===== config.mk =====
export PLATFORM = sky130hd
export DESIGN_NAME = ex_wbck_arbiter
export DESIGN_NICKNAME = d
export VERILOG_FILES = /design/src/rtl/ex_wbck_arbiter.sv
export SDC_FILE = /design/constraint.sdc
export NUM_CORES = 1
export LEC_CHECK = 0
export ABC_AREA = 1
export CAP_MARGIN = 0
export CORE_ASPECT_RATIO = 1.2
export CORE_MARGIN = 3
export CORE_UTILIZATION = 30
export DETAILED_ROUTE_END_ITERATION = 8
export GPL_ROUTABILITY_DRIVEN = 0
export HOLD_SLACK_MARGIN = 0.15
export PLACE_DENSITY = 0.59
export REMOVE_ABC_BUFFERS = 1
export SLEW_MARGIN = 20
export SYNTH_ARGS = -nofsm -noshare
export SYNTH_HDL_FRONTEND = slang
export SYNTH_SLANG_ARGS = --single-unit

===== constraint.sdc =====
create_clock -name clk -period 2.5 [get_ports clk]
set_input_delay 0.375 -clock clk [delete_from_list [all_inputs] [get_ports clk]]
set_output_delay 0.375 -clock clk [all_outputs]
set_load 0.005 [all_outputs]

===== src/rtl/ex_wbck_arbiter.sv =====
// rtl/ex_wbck_arbiter.sv - write-back arbiter between the ALU and a buffered long-pipe source
//
// Purpose: picks at most one register-file write per cycle from the ALU
// write-back port or the head of a small FIFO of long-pipe (LSU, mul/div)
// results. The result is registered onto the rf_wbck_* port one cycle
// after the grant.
//
// Ports:
//   clk, rst                          single clock, synchronous active-high reset
//   alu_wbck_valid/ready/idx/dat      ALU write-back handshake and payload
//   lng_wbck_valid/ready/idx/dat      long-pipe write-back handshake and payload
//   rf_wbck_wen/idx/dat               registered register-file write port
//   lbuf_empty, lbuf_full             long-pipe buffer status

module ex_wbck_arbiter #(
    parameter int XLEN       = 32,
    parameter int RFIDX_W    = 5,
    parameter int LBUF_DEPTH = 2,
    parameter int STARVE_MAX = 4
) (
    input  logic               clk,
    input  logic               rst,

    input  logic               alu_wbck_valid,
    output logic               alu_wbck_ready,
    input  logic [RFIDX_W-1:0] alu_wbck_idx,
    input  logic [XLEN-1:0]    alu_wbck_dat,

    input  logic               lng_wbck_valid,
    output logic               lng_wbck_ready,
    input  logic [RFIDX_W-1:0] lng_wbck_idx,
    input  logic [XLEN-1:0]    lng_wbck_dat,

    output logic               rf_wbck_wen,
    output logic [RFIDX_W-1:0] rf_wbck_idx,
    output logic [XLEN-1:0]    rf_wbck_dat,

    output logic               lbuf_empty,
    output logic               lbuf_full
);

    localparam int CNT_W = $clog2(LBUF_DEPTH + 1);
    localparam int PTR_W = (LBUF_DEPTH > 1) ? $clog2(LBUF_DEPTH) : 1;
    localparam int STV_W = $clog2(STARVE_MAX + 1);

    localparam logic [CNT_W-1:0] DEPTH_C  = CNT_W'(LBUF_DEPTH);
    localparam logic [PTR_W-1:0] LAST_PTR = PTR_W'(LBUF_DEPTH - 1);
    localparam logic [STV_W-1:0] STV_MAX  = STV_W'(STARVE_MAX);

    // Long-pipe result buffer
    logic [RFIDX_W-1:0] buf_idx [LBUF_DEPTH];
    logic [XLEN-1:0]    buf_dat [LBUF_DEPTH];
    logic [PTR_W-1:0]   wr_ptr;
    logic [PTR_W-1:0]   rd_ptr;
    logic [CNT_W-1:0]   count;

    logic [STV_W-1:0]   starve_cnt;
    logic               starve_hit;

    logic               push;
    logic               fifo_grant;
    logic               alu_grant;
    logic [RFIDX_W-1:0] gnt_idx;
    logic [XLEN-1:0]    gnt_dat;

    // Status comes from the registered count only, so neither ready has a
    // combinational path from any valid input.
    assign lbuf_empty     = (count == '0);
    assign lbuf_full      = (count == DEPTH_C);
    assign starve_hit     = (starve_cnt == STV_MAX);
    assign lng_wbck_ready = !lbuf_full;
    assign alu_wbck_ready = !(!lbuf_empty && (lbuf_full || starve_hit));

    always_comb begin
        push       = lng_wbck_valid && lng_wbck_ready;
        // The buffer head wins whenever the ALU is idle, the buffer is full,
        // or the ALU has already won STARVE_MAX times in a row.
        fifo_grant = !lbuf_empty && (!alu_wbck_valid || lbuf_full || starve_hit);
        // alu_wbck_ready already excludes every case where fifo_grant would
        // also be asserted together with alu_wbck_valid.
        alu_grant  = alu_wbck_valid && alu_wbck_ready;
        gnt_idx    = alu_wbck_idx;
        gnt_dat    = alu_wbck_dat;
        if (fifo_grant) begin
            gnt_idx = buf_idx[rd_ptr];
            gnt_dat = buf_dat[rd_ptr];
        end
    end

    // Buffer payload storage; contents are don't-care while the count is 0.
    always_ff @(posedge clk) begin
        if (push) begin
            buf_idx[wr_ptr] <= lng_wbck_idx;
            buf_dat[wr_ptr] <= lng_wbck_dat;
        end
    end

    // Buffer pointers and occupancy
    always_ff @(posedge clk) begin
        if (rst) begin
            wr_ptr <= '0;
            rd_ptr <= '0;
            count  <= '0;
        end else begin
            if (push) begin
                wr_ptr <= (wr_ptr == LAST_PTR) ? '0 : wr_ptr + 1'b1;
            end
            if (fifo_grant) begin
                rd_ptr <= (rd_ptr == LAST_PTR) ? '0 : rd_ptr + 1'b1;
            end
            case ({push, fifo_grant})
                2'b10:   count <= count + 1'b1;
                2'b01:   count <= count - 1'b1;
                default: count <= count;
            endcase
        end
    end

    // Counts ALU wins while a long-pipe result is waiting; saturates so the
    // head is forced out on the next cycle.
    always_ff @(posedge clk) begin
        if (rst) begin
            starve_cnt <= '0;
        end else if (lbuf_empty || fifo_grant) begin
            starve_cnt <= '0;
        end else if (alu_grant && !starve_hit) begin
            starve_cnt <= starve_cnt + 1'b1;
        end
    end

    // Registered register-file write port. A grant to x0 still consumes the
    // source but never raises the write enable.
    always_ff @(posedge clk) begin
        if (rst) begin
            rf_wbck_wen <= 1'b0;
            rf_wbck_idx <= '0;
            rf_wbck_dat <= '0;
        end else if (fifo_grant || alu_grant) begin
            rf_wbck_wen <= (gnt_idx != '0);
            rf_wbck_idx <= gnt_idx;
            rf_wbck_dat <= gnt_dat;
        end else begin
            rf_wbck_wen <= 1'b0;
        end
    end

endmodule

# Yosys cells after proc, flatten, opt, wreduce, memory -nomap -nowiden
# Memory sizes are Yosys's and may differ from the RTL's. A register that Yosys moved wholly into a read port is not among the register bits.
# Cells that the tools add are included.
# word_totals
in_bits,78
register_bits,45
wordCells,50
n_memories,2
ramBits,74
# memory_table
memory,depth,word_bits,rd,rd_clocked_by_memory_dff,write_ports,line,source
buf_dat,2,32,1,1,1,52,logic [XLEN-1:0] buf_dat [LBUF_DEPTH];
buf_idx,2,5,1,1,1,51,logic [RFIDX_W-1:0] buf_idx [LBUF_DEPTH];
# classes
n_eq_ne,4
bitwise,1
reduce_logical,20
add_sub_neg,5
mux,11
# op_table
op,n
32-bit 2-to-1 mux,1
1-bit 2-to-1 mux,8
1-bit logical AND,5
1-bit zero test,5
1-bit logical OR,5
5-bit 2-to-1 mux,1
5-bit nonzero test,1
"2-bit == test, second input constant",2
2-bit one-hot mux with 2 select lines,1
2-bit OR reduction,2
"3-bit by 1-bit adder with 3-bit output, second input constant",1
"3-bit == test, second input constant",1
"1-bit adder, second input constant",2
"2-bit by 1-bit adder with 2-bit output, second input constant",1
"2-bit by 1-bit == test with 1-bit output, second input constant",1
2-bit zero test,1
2-bit nonzero test,1
"2-bit by 1-bit subtractor with 2-bit output, second input constant",1
1-bit NOT,1

# Depth between registers and ports, before layout
# Gate-level depths: netlist of the first run.
# logic_depth
ltp_word,8
ltp_mapped,13
ltp_nobuf,11

# Worst setup path before layout of the first run
# OpenSTA, ideal clock, no wires.
# synth_path
kind,register to register
startpoint,reg count[0]
endpoint,mem buf_dat[1][0] (enable)
setup_ps,433
arrival_ps,2353
path_buffers,0
t_required_ps,2067
stages_incl_launch_ff,5
path_slack_ps,-286
period_less_slack_ps,2786
path_cell_list,dfxtp_1 > nor2_1 > inv_1 > nand2_1 > nor2_1
# synth_via
elab_chain_cells,5
# synth_rtl
item,line,source
"start, declared",55,logic [CNT_W-1:0] count;
"start signal, assigned",112,2'b10: count <= count + 1'b1;
"start signal, assigned",113,2'b01: count <= count - 1'b1;
"start signal, assigned",114,default: count <= count;
2-bit == test,69,assign lbuf_full = (count == DEPTH_C);
named net lbuf_full,39,output logic lbuf_full
1-bit zero test,71,assign lng_wbck_ready = !lbuf_full;
named net lng_wbck_ready,30,"output logic lng_wbck_ready,"
1-bit logical AND,75,push = lng_wbck_valid && lng_wbck_ready;
1-bit 2-to-1 mux,92,if (push) begin
1-bit 2-to-1 mux (implied by the code),94,buf_dat[wr_ptr] <= lng_wbck_dat;
"end, declared",52,
# The timed path passes the listed nets, and every way through them passes these cells.

# Worst setup path after layout of the first run
# layout_path
startpoint,reg starve_cnt[0]
endpoint,out alu_wbck_ready
# layout_via
elab_chain_cells,4
# layout_rtl
item,line,source
"start, declared",57,logic [STV_W-1:0] starve_cnt;
"start signal, assigned",127,starve_cnt <= starve_cnt + 1'b1;
3-bit == test,70,assign starve_hit = (starve_cnt == STV_MAX);
1-bit logical OR,72,assign alu_wbck_ready = !(!lbuf_empty && (lbuf_full || starve_hit));
1-bit logical AND,72,
1-bit zero test,72,
"end, declared",25,"output logic alu_wbck_ready,"
# No other way between the ends.

==> reports/qor_table.md, run 1 <==
| Step | Metric | This run |
| --- | --- | --- |
| run status | Outcome | finished clean |
| clock network | Clock input transition at the sequential cells of the worst setup and hold paths | 50 ps |
| floorplanning | Number of placement rows | 49 |
| synthesis | Post-synthesis register bit count | 120 |
| synthesis | Seq/Total Area, Yosys | 65.8% |
| clock network | Cts bufs inserted | 17 |
| timing | Maximum frequency from static timing analysis | 0.468 GHz |
| drt | Wire length after detailed routing | 11800 um |
| power | Cell area power density | 1140 mW/mm2 |
| layout | Count of antenna diodes in the layout | 0 |
| setup path | Count of cells along the worst register-to-register path | 11 |
| clock network | Post-CTS setup-driven buffer insertion count | 0 |
| clock network | Clock sink total | 120 |
| clock network | CTS tree | done |
| drt | Remaining design rule violation count | 0 |
| placed design | Cell area after placement | 0.00618 mm2 |
| synthesis | Area leader, netlist | sky130_fd_sc_hd__edfxtp_1 |
| placed design | Final HPWL DP | 7760 um |
| synthesis | Mapped cell area | 0.00477 mm2 |
| layout | Share of cells above drive strength 1 | 12.5% |
| drt | Post-DR vias/cell | 4.61 |
| grt | GRT Util Overall | 13.8% |
| placed design | Quantity of I/O buffers inserted on ports | 119 |
| drt | First-pass detailed-route iteration total | 4 |
| floorplanning | Number of top-level pins | 120 |
| setup path | Startpoint class of the critical path | register |
| power | Peak VDD IR | 513 uV |
| timing | Final hold slack | 451 ps |
| timing | Transition time at the pin with the least slew margin | 719 ps |
| synthesis | Ys Warns | 0 |
| setup path | CP Data Required Time | 2120 ps |
| timing | Number of failing hold endpoints at the final stage | 0 |
| timing | Headroom to the max-slew limit | 52.0% |
| timing | Setup-violating endpoint count in the final report | 0 |
| flow run | Number of maximum-capacitance violations | 0 |
| worst hold path | Cell depth of the worst min-delay path | 1 |
| synthesis | Share of the synthesized area in the top cell type | 46.6% |
| timing | Number of pins exceeding their max-slew limit in the final report | 0 |
| drt | Overall via count from detail_route | 3557 |
| clock network | Clock tree buffer depth | 2 |
| power | Total power consumption of the routed design | 0.00781 W |
| floorplanning | Height of the die | 144 um |
| layout | Total non-filler cell area in the finished layout | 0.00683 mm2 |
| worst hold path | Class of the most critical hold timing path | register to register |
| drt | Initial DRC count | 171 |
| floorplanning | Effective utilization at floorplan | 31.3% |
| grt | Total grt overflow | 0 |
| grt | Number of global-route vias before repair | 3561 |
| clock network | Number of levels in the clock H-tree | 4 |
| synthesis | Per-instance average area after synthesis | 11.1 um2 |
| power | Leakage power total | 2.55 nW |
| setup path | Capturing element type of the critical path | output pin |
| timing | Share of the cycle needed by the critical path after routing | 85.4% |
| grt | Antenna violations before repair | 2 |
| floorplanning | Area of the core region | 0.0153 mm2 |
| timing | Min cycle time layout | 2130 ps |
| layout | Area added between synthesis and finish | 43.1% |
| setup path | Worst endpoint data arrival time | 1760 ps |
| setup path | Highest fanout seen on the critical path | 3 |
| clock network | Root buffer cell | sky130_fd_sc_hd__clkbuf_16 |
| clock network | Clock latency on the worst-skew pair | 410 ps |
| drt | Residual antenna-violating net count after detailed routing | 0 |
| timing | Unrepaired setup endpoints after global routing | false |
| setup path | Critical path type | register to output pin |
| grt | First-pass GRT wire length | 18200 um |
| floorplanning | Die area | 0.0175 mm2 |
| clock network | Hold buffer count at cts | 0 |
| floorplanning | Horizontal die dimension | 121 um |
| clock network | Total of cells resized after clock tree synthesis | 0 |
| synthesis | Cell types with the largest area share after synthesis | sky130_fd_sc_hd__edfxtp_1 47%, sky130_fd_sc_hd__dfxtp_1 19%, sky130_fd_sc_hd__nor2_1 5.6% |
| layout | Nets@finish | 636 |
| synthesis | Post-synthesis cell count | 429 |
| synthesis | Library cells used by synthesis | 26 |
| timing | Clock tree skew after final layout | 9.44 ps |
| drt | Average wire per cell in the routed design | 15.2 um |
| grt | Largest net degree at the start of global routing | 68 |
[final timing paths]
path | startpoint | endpoint | slack, ps
setup / recovery | starve_cnt[0]$_SDFFE_PP0P_ | alu_wbck_ready | 370
hold / removal | starve_cnt[0]$_SDFFE_PP0P_ | starve_cnt[0]$_SDFFE_PP0P_ | 450
setup reg to reg | starve_cnt[0]$_SDFFE_PP0P_ | count[1]$_SDFFE_PP0P_ | 380
hold reg to reg | starve_cnt[0]$_SDFFE_PP0P_ | starve_cnt[0]$_SDFFE_PP0P_ | 450
[synth_stat cells]
cell type	count
sky130_fd_sc_hd__buf_6	2
sky130_fd_sc_hd__dfxtp_1	46
sky130_fd_sc_hd__buf_4	4
sky130_fd_sc_hd__nand2_4	2
sky130_fd_sc_hd__nand3_4	1
sky130_fd_sc_hd__nor2_1	71
sky130_fd_sc_hd__nor3b_1	1
sky130_fd_sc_hd__nand3_1	39
sky130_fd_sc_hd__clkbuf_1	10
sky130_fd_sc_hd__nor2_8	1
sky130_fd_sc_hd__edfxtp_1	74
sky130_fd_sc_hd__a31oi_1	5
sky130_fd_sc_hd__ha_1	3
sky130_fd_sc_hd__inv_1	12
sky130_fd_sc_hd__o21ai_1	32
sky130_fd_sc_hd__o211ai_2	17
sky130_fd_sc_hd__o21ai_0	30
sky130_fd_sc_hd__o211ai_1	5
sky130_fd_sc_hd__nand2_1	53
sky130_fd_sc_hd__a21oi_1	6
sky130_fd_sc_hd__buf_2	4
sky130_fd_sc_hd__nor3_1	2
sky130_fd_sc_hd__inv_4	1
sky130_fd_sc_hd__nor2_4	1
sky130_fd_sc_hd__inv_2	4
sky130_fd_sc_hd__buf_8	3
[kinds of logic (layout without fill, tap and decap cells)]
family | after synthesis | in the layout | share of synthesized area [%]
AOI/OAI and AO/OA | 95 | 95 | 13.0
adders and majority gates | 3 | 3 | 0.786
buffers and inverters | 40 | 179 | 4.64
DFF | 120 | 120 | 65.8
and+or+nand+nor | 171 | 171 | 15.7
[cells in the final DEF, fill, tap and decap left out, drive strengths merged, types with 7 or more instances in the layout]
cell type,Yosys,routed
buf,13,11
o211ai,22,22
clkinv,0,7
dfxtp,46,46
clkbuf,10,17
o21ai,62,62
nor2,73,73
inv,17,17
nand2,55,55
nand3,40,40
edfxtp,74,74
clkdlybuf4s50,0,119
[stage by stage]
stage / setup slack, ps / utilization [%] / setup TNS [ps] / std cells
finish: 365 / 44.8 / 0 / 772
CTS: 355 / 44.8 / 0 / 772
global placement: 371 / 40.5 / 0 / 740
global route: 301 / 44.8 / 0 / 772
floorplan: -286 / - / -20070 / 406
detailed placement: 229 / 40.5 / 0 / 740
[metal layers]
metal	vias up	wire, um	GRT usage, %
met1	1660	4930	15.4
li1	1763	-	-
met5	-	40	0
met4	4	198	6.37
met2	109	5910	24.0
met3	21	686	4.38
[state kept, by name, indices dropped and copies added (netlist names), named ones only]
name         count
buf_dat         64
rf_wbck_idx      5
starve_cnt       3
rf_wbck_dat     32
wr_ptr           1
count            2
rd_ptr           1
rf_wbck_wen      1
buf_idx         10
[final cells by class]
cell class,count,area (um2)
fill,1441,8430
sequential,120,3140
multi-input combinational,269,1420
timing repair buffer,130,1290
clock buffer,17,425
tap,204,255
clock inverter,15,231
inverter,17,66.3
[worst max-delay path, cell delays in order (launching register included)]
cell                              delay [ps]
sky130_fd_sc_hd__dfxtp_1                 350
sky130_fd_sc_hd__inv_1                    60
sky130_fd_sc_hd__ha_1                    210
sky130_fd_sc_hd__a31oi_1                 200
sky130_fd_sc_hd__clkdlybuf4s50_1         540
[report_power, final]
part | internal [W] | leakage [nW] | switching, W
Sequential | 0.00260 | 1.07 | 0.000200
Combinational | 0.00104 | 1.16 | 0.00127
Clock | 0.00185 | 0.317 | 0.000847
Total | 0.00549 | 2.55 | 0.00232
No activity file was read; power rests on OpenSTA's default activity.
==> inputs of run 2 (changes only) <==
- CORE_MARGIN: 3 -> 10
==> run 2 against run 1 <==
Compared with the run above: die area up 22%; cell count up 0.52%; setup slack better by 10 ps; total power down 3.5%; critical path type unchanged; flip-flop and latch count unchanged; first-iteration DRC count up 19%; highest routed layer unchanged.
==> reports/qor_table.md, run 2 (synthesis results as in run 1) <==
| Step | Metric | This run |
| --- | --- | --- |
| drt | Post-DR vias/cell | 4.59 |
| worst hold path | Class of the most critical hold timing path | register to register |
| clock network | Number of levels in the clock H-tree | 4 |
| run status | Outcome | finished clean |
| floorplanning | Number of top-level pins | 120 |
| layout | Area added between synthesis and finish | 41.9% |
| timing | Number of pins exceeding their max-slew limit in the final report | 0 |
| floorplanning | Die area | 0.0214 mm2 |
| setup path | Capturing element type of the critical path | output pin |
| timing | Clock tree skew after final layout | 7.75 ps |
| clock network | CTS tree | done |
| layout | Largest registers | buf_dat x64, rf_wbck_dat x32, buf_idx x10 |
| floorplanning | Effective utilization at floorplan | 30.5% |
| power | Cell area power density | 1110 mW/mm2 |
| layout | Share of cells above drive strength 1 | 11.8% |
| drt | Residual antenna-violating net count after detailed routing | 0 |
| floorplanning | Number of placement rows | 50 |
| setup path | Worst endpoint data arrival time | 1750 ps |
| layout | Nets@finish | 636 |
| timing | Transition time at the pin with the least slew margin | 456 ps |
| layout | Total non-filler cell area in the finished layout | 0.00677 mm2 |
| grt | Antenna violations before repair | 1 |
| floorplanning | Area of the core region | 0.0156 mm2 |
| clock network | Clock latency on the worst-skew pair | 410 ps |
| layout | Flip-flop count of the largest register after layout | 64 |
| grt | GRT Util Overall | 12.0% |
| clock network | Post-CTS setup-driven buffer insertion count | 0 |
| layout | Leading cell types in the layout, fill and taps excluded | 119 x sky130_fd_sc_hd__clkdlybuf4s50_1, 74 x sky130_fd_sc_hd__edfxtp_1, 69 x sky130_fd_sc_hd__nor2_1, 53 x sky130_fd_sc_hd__nand2_1, 45 x sky130_fd_sc_hd__dfxtp_1 |
| drt | Overall via count from detail_route | 3558 |
| flow run | Number of maximum-capacitance violations | 0 |
| drt | Average wire per cell in the routed design | 16.2 um |
| grt | Total grt overflow | 0 |
| timing | Setup-violating endpoint count in the final report | 0 |
| clock network | Hold buffer count at cts | 0 |
| drt | Remaining design rule violation count | 0 |
| setup path | Startpoint class of the critical path | register |
| drt | Wire length after detailed routing | 12600 um |
| grt | First-pass GRT wire length | 19600 um |
| timing | Worst Slack Setup Final | 376 ps |
| timing | Min cycle time layout | 2120 ps |
| clock network | Cts bufs inserted | 17 |
| placed design | Quantity of I/O buffers inserted on ports | 119 |
| grt | Number of global-route vias before repair | 3750 |
| setup path | Highest fanout seen on the critical path | 3 |
| timing | Share of the cycle needed by the critical path after routing | 85.0% |
| setup path | CP Data Required Time | 2120 ps |
| placed design | Final HPWL DP | 8490 um |
| floorplanning | Height of the die | 158 um |
| timing | Headroom to the max-slew limit | 69.6% |
| clock network | Clock tree buffer depth | 2 |
| drt | First-pass detailed-route iteration total | 4 |
| placed design | Post-placement worst setup slack | 334 ps |
| grt | Largest net degree at the start of global routing | 68 |
| floorplanning | Horizontal die dimension | 135 um |
| clock network | Clock sink total | 120 |
| placed design | Cell area after placement | 0.00619 mm2 |
| clock network | Clock input transition at the sequential cells of the worst setup and hold paths | 50 ps |
| layout | Most frequent standard cell in the layout excluding fill and tap cells | sky130_fd_sc_hd__clkdlybuf4s50_1 |
| layout | Largest Register | buf_dat |
| layout | Count of antenna diodes in the layout | 0 |
| power | Leakage power total | 2.52 nW |
| setup path | Critical path type | register to output pin |
| clock network | Root buffer cell | sky130_fd_sc_hd__clkbuf_16 |
| power | Total power consumption of the routed design | 0.00754 W |
| drt | Initial DRC count | 203 |
| power | Peak VDD IR | 450 uV |
| timing | Unrepaired setup endpoints after global routing | false |
| timing | Maximum frequency from static timing analysis | 0.471 GHz |
| clock network | Total of cells resized after clock tree synthesis | 0 |
| timing | Number of failing hold endpoints at the final stage | 0 |
[run 2: changes by cell type in the layout (fill, tap and decap cells not counted)]
| cell | change |
|---|---|
| sky130_fd_sc_hd__buf_12 | +1 |
| sky130_fd_sc_hd__buf_4 | -1 |
| sky130_fd_sc_hd__bufinv_16 | -3 |
| sky130_fd_sc_hd__clkbuf_1 | +3 |
| sky130_fd_sc_hd__clkbuf_8 | +1 |
| sky130_fd_sc_hd__clkinv_1 | +1 |
| sky130_fd_sc_hd__clkinv_4 | -1 |
| sky130_fd_sc_hd__clkinvlp_4 | -1 |
[run 2: cell type report]
cell class	count	area, um2
Fill cell	1523	8870
Clock inverter	11	129
Inverter	17	66.3
Tap cell	208	260
Clock buffer	21	450
Multi-Input combinational cell	269	1420
Timing Repair Buffer	130	1300
Sequential cell	120	3140
[run 2: worst paths after layout]
check                                           startpoint                    end  slack (ps)  depth (start not counted)
worst max register to register  starve_cnt[0]$_SDFFE_PP0P_  count[1]$_SDFFE_PP0P_         590                         11
worst min-delay path                   rd_ptr$_SDFFE_PP0N_               register         450                          1
worst min register to register         rd_ptr$_SDFFE_PP0N_               register         450                          1
worst max-delay path            starve_cnt[0]$_SDFFE_PP0P_         alu_wbck_ready         380                          4
[run 2: critical path, stage by stage (launching register included)]
cell and delay [ps]:
sky130_fd_sc_hd__dfxtp_1 350, sky130_fd_sc_hd__inv_1 60, sky130_fd_sc_hd__ha_1 210, sky130_fd_sc_hd__a31oi_1 170, sky130_fd_sc_hd__clkdlybuf4s50_1 540
[run 2: per-stage QoR]
step,utilization [%],setup TNS (ps),std cells,hold WS (ps)
global placement,39.6,0,744,426
floorplan,-,-20070,406,417
detailed placement,39.6,0,744,440
global route,43.3,0,776,479
finish,43.3,0,776,448
CTS,43.3,0,776,448
[run 2: routing by layer]
layer / track usage, % / vias up / wire (um)
li1: - / 1769 / -
met1: 13.2 / 1675 / 5170
met2: 20.1 / 94 / 6380
met3: 4.76 / 18 / 810
met4: 5.29 / 2 / 179
met5: 0 / - / 13
[run 2: power breakdown]
| group | internal, W | leakage, nW | switching (W) |
|---|---|---|---|
| sequential | 0.00260 | 1.07 | 0.000199 |
| clock | 0.00157 | 0.283 | 0.000831 |
| combinational | 0.00105 | 1.16 | 0.00129 |
